File: src/rtl/reg_pkg.sv
// Shared width and reset-word definitions for the parallel-load storage register.
`timescale 1ns/1ps
package reg_pkg;

  localparam int REG_WIDTH = 32;

  // Bit 0 is the MSB across the whole register family.
  localparam logic [0:REG_WIDTH-1] REG_RESET_WORD = '0;

endpackage

File: src/rtl/reg_32b_dff_sync.sv
// Single-bit D flip-flop with synchronous active-high reset to RST_BIT.
`timescale 1ns/1ps
module dff_sync #(
  parameter logic RST_BIT = 1'b0
) (
  output logic q,
  input  logic d,
  input  logic clk,
  input  logic res
);

  always_ff @(posedge clk) begin
    if (res) q <= RST_BIT;
    else     q <= d;
  end

endmodule

File: src/rtl/reg_32b.sv
// Parallel-load register of WIDTH independent flip-flops, bit 0 = MSB.
`timescale 1ns/1ps
module reg_32b
  import reg_pkg::*;
#(
  parameter int                 WIDTH       = REG_WIDTH,
  parameter logic [0:WIDTH-1]   RESET_VALUE = REG_RESET_WORD
) (
  output logic [0:WIDTH-1] data_out,
  input  logic [0:WIDTH-1] data_in,
  input  logic             clk,
  input  logic             res
);

  // Each bit gets its own flop so bit i only ever sees data_in[i] and res.
  for (genvar i = 0; i < WIDTH; i++) begin : g_bit
    dff_sync #(
      .RST_BIT (RESET_VALUE[i])
    ) u_dff (
      .q   (data_out[i]),
      .d   (data_in[i]),
      .clk (clk),
      .res (res)
    );
  end

endmodule

File: config.mk
export PLATFORM = sky130hd
export DESIGN_NAME = reg_32b
export DESIGN_NICKNAME = d
export VERILOG_FILES = /design/src/rtl/reg_pkg.sv /design/src/rtl/reg_32b_dff_sync.sv /design/src/rtl/reg_32b.sv
export SDC_FILE = /design/constraint.sdc
export NUM_CORES = 1
export LEC_CHECK = 0
export CAP_MARGIN = 5
export CORE_ASPECT_RATIO = 1.4
export CORE_MARGIN = 5
export CORE_UTILIZATION = 39
export CTS_CLUSTER_SIZE = 14
export DETAILED_ROUTE_END_ITERATION = 7
export PLACE_DENSITY = 0.83
export SYNTH_ARGS = -nofsm -noshare
export SYNTH_HDL_FRONTEND = slang
export SYNTH_SLANG_ARGS = --single-unit
File: constraint.sdc
create_clock -name clk -period 1.05 [get_ports clk]
set_input_delay 0.21 -clock clk [delete_from_list [all_inputs] [get_ports clk]]
set_output_delay 0.21 -clock clk [all_outputs]
set_load 0.02 [all_outputs]
* Word level (Yosys, flattened, before mapping)
Index checks and enable logic that the tools add are counted.
** Word-level totals
- Input bits :: 34
- Flip-flop bits (word level) :: 32
- Word-level logic and storage cells :: 32
- Output and inout port bits :: 32

* Longest topological paths before layout
- Word-level depth :: 0
- Gate-level depth with buffers :: 2
- Depth with buffers taken out :: 1

* Cells and area by module
A second synthesis with hierarchy kept.
** Second synthesis, totals
- Cell total of the unflattened synthesis :: 64
- Area, all modules :: 1081.0 um^2
** Modules (own cells, without submodules)
- dff_sync :: cells each 2, sequential area each 20.0 um^2, times used 32, area each 33.8 um^2

* Least setup slack after synthesis
Ideal clock, no wire load.
- Kind :: register -> output
- From :: register g_bit[0].u_dff.q
- To :: output port data_out[0] in the netlist's numbering
- Setup slack :: 424 ps
- Data required time :: 840 ps
- Data arrival time :: 416 ps
- Path buffers :: 1
- Cell stages (with the launch flop) :: 2
- Path through :: dfxtp_1 -> buf_4
** RTL lines
- start: declaration :: RTL line reg_32b_dff_sync.sv:6 : output logic q,
- start signal: assignment :: RTL line reg_32b_dff_sync.sv:13 : if (res) q <= RST_BIT;
- start signal: assignment :: RTL line reg_32b_dff_sync.sv:14 : else q <= d;
- end: declaration :: RTL line reg_32b.sv:9 : output logic [0:WIDTH-1] data_out,
No word-level cell between the ends.

* Worst setup path after layout
- From :: register g_bit[7].u_dff.q
- To :: output port data_out[7] in the netlist's numbering
** RTL lines (RTL line)
- start: declaration :: reg_32b_dff_sync.sv:6
- start signal: assignment :: reg_32b_dff_sync.sv:13
- start signal: assignment :: reg_32b_dff_sync.sv:14
No word-level cell between the ends.

==> out/results.tsv <==
stage	metric	value	unit
run_status	status	finished, final reports clean	
synthesis	async_flop_share	0	%
finish	final-seq-area	642	um^2
critical_path	crit_family	flip-flops	
timing	rsz0062_at_grt	false	
timing	slew_violations	0	
critical_path	crit_chain	buf_2	
critical_path	setup.worst_path.end_class	output port	
clocking	numCtsBuffers	5	
placement	gp_routability_congestion	0.682	
synthesis	synth_cell_types	3	
placement	dp.cells	167	
route	dr.pass1.iters	2	
synthesis	synth_commonest_cells	35 x buf_4, 32 x dfxtp_1, 32 x nor2b_1	
synthesis	netlist_instances	99	
synthesis	synth_edf_count	0	
pwr	ir_drop	0.00101	V
placement	post-place-ws	-0.0744	ns
clocking	cts_max_path_buffers	2	
route	wl_per_cell	12.5	um
finish	reg_top3	g_bit.u_dff.q x32	
placement	hpwl	1.77	mm
synthesis	post-synth-top-count-cell	buf_4	
synthesis	synth.top_cell.area_share	58.0	%
critical_path	path_buf_inv	1	
finish	layout.cells.non_filler	172	
synthesis	synth.avg_cell_area	11.1	um^2
finish	regMostFlops	g_bit.u_dff.q	
die	row_count	22	
timing	post-route-period-util	95.2	%
finish	area_growth	30.7	%
placement	io_buffers	65	
die	floorplan.initialDensity	41.3	%
run	drv_cap	0	
die	num_io_pins	66	
timing	setup_ws	0.0504	ns
global_routing	grt_pass1_wl	3.17	mm
clocking	clkSinkCount	32	
pwr	power_switching	497	uW
route	drtAntennaViolNets	0	
synthesis	syn-num-nets	133	
global_routing	grtUsageTotal	11.8	%
synthesis	synth_area_leaders	dfxtp_1 58%, buf_4 24%, nor2b_1 18%	
die	core_area	0.00267	mm^2
min_path	hold_class	in -> reg	
synthesis	ys_warn_count	0	
route	num_vias	678	
global_routing	grt_overflow	0	
route	drtIter0Drc	6	
die	die_h	72.9	um
synthesis	yosysTopAreaCell	dfxtp_1	
timing	max_freq	1.00	GHz
synthesis	yosysSeqAreaShare	58.0	%
die	dieArea	0.00401	mm^2
timing	relSlewSlack	89.4	%
synthesis	synth.cell_area	0.00110	mm^2
min_path	whs_path_depth	2	
critical_path	critPathMaxStageDelay	0.32	ns
timing	finalSetupViolCount	0	
pwr	switching_share	22.7	%
global_routing	antenna_found_initial	0	
route	drc	0	
pwr	power_density	1520	mW/mm^2
min_path	holdPathEnd	g_bit[11].u_dff.q	
route	wirelength	2.14	mm
synthesis	synth-seq-cells	32	
pwr	p_int	1690	uW
clocking	cts.htree.levels	2	
route	routed_via_density	3.94	
finish	antenna_cells	0	
pwr	p_leak	0.000653	uW
critical_path	arrival	0.79	ns
critical_path	worstPathRequired	0.84	ns
die	die_w	55.0	um
timing	fin_crit	1.00	ns
finish	num-fill-cells	257	
critical_path	worst-setup-path-type	reg -> out	
min_path	min-delay-start	data_in[11]	
clocking	cts_tree	built	
timing	hold_viol_final	0	
finish	nets	172	
pwr	p_comb_share	15.5	%
timing	tightest_slew	0.160	ns
clocking	cts_root_buf	clkbuf_4	
finish	multiInputGateArea	200	um^2
global_routing	grt_pass1_vias	746	
critical_path	crit_fanout	1	
critical_path	slowest_stage	dfxtp_1	
critical_path	crit_path_start_kind	flip-flop	
global_routing	grt_max_degree	17	
synthesis	synth_ff_type	dfxtp_1	
clocking	ctsHoldBuffers	0	
pwr	p_clk_share	25.4	%
finish	drive_above_1_share	29.4	%
pwr	pwr-share-seq	59.1	%
clocking	path_clk_slew	0.08	ns
finish	largest_reg_flops	32	
-- power by group through the flow --
stage | registers, uW | clock network, uW | logic (uW)
2_1_floorplan | 1320 | 0 | 235
6_report | 1290 | 554 | 340
3_3_place_gp | 1320 | 0 | 393
5_1_grt | 1300 | 648 | 364
4_1_cts | 1290 | 591 | 341
3_5_place_dp | 1320 | 0 | 400
-- kinds of logic (layout without fill, tap and decap cells) --
family / Yosys count / after routing / share of synthesized area (%)
buffers and inverters: 35 / 72 / 23.8
flip-flops: 32 / 32 / 58.0
AND/OR/NAND/NOR: 32 / 32 / 18.1
-- cell type report --
| cell class | count | share of cell area [%] |
|---|---|---|
| well taps | 36 | 3.12 |
| multi-input cells | 32 | 13.9 |
| clock buffers | 5 | 2.60 |
| flip-flops and latches | 32 | 44.5 |
| repair buffers | 67 | 35.9 |
-- routing by layer --
| layer | share of wire [%] | track usage (%) | wire [um] | vias to the layer above |
|---|---|---|---|---|
| met5 | 0 | 0 | 0 | - |
| met4 | 2.0 | 5.68 | 43 | 0 |
| met2 | 55 | 21.8 | 1180 | 44 |
| li1 | - | - | - | 336 |
| met3 | 15 | 9.00 | 317 | 5 |
| met1 | 28 | 7.79 | 605 | 293 |
-- repair_timing --
action / in CTS / in global routing
endpoints found under the setup margin: 32 / 5
resized for setup: 128 / 6
setup buffers: 0 / 0
-- placed cells by master (no fill, tap or decap) --
master           netlist  routed
clkdlybuf4s50_1        0      33
nor2b_1               32      32
dfxtp_1               32      31
buf_2                  0      27
buf_4                 35       7
clkbuf_4               0       5
dfxtp_2                0       1
-- per-stage QoR --
stage          hold slack [ns]  utilization [%]  total power [uW]  setup TNS, ns  area [um^2]
6_report                 0.445             54.0              2190              0         1440
3_5_place_dp             0.770             58.1              1720          -2.98         1550
2_1_floorplan            0.282                -              1550              0         1100
5_1_grt                  0.416             54.0              2310              0         1440
4_1_cts                  0.421             53.5              2220              0         1430
3_3_place_gp             0.771             58.1              1710          -1.93         1550
-- worst max path at each step --
stage                                 start            to  slack [ns]  cells after the start
after floorplan            g_bit[0].u_dff.q   data_out[0]        0.42                      1
after global placement    g_bit[10].u_dff.q  data_out[10]       -0.05                      1
after global routing       g_bit[0].u_dff.q   data_out[0]       0.002                      1
final                      g_bit[7].u_dff.q   data_out[7]        0.05                      1
after detailed placement   g_bit[7].u_dff.q   data_out[7]       -0.07                      1
after CTS                 g_bit[15].u_dff.q  data_out[15]       0.006                      1
No activity file was read; power rests on OpenSTA's default activity.
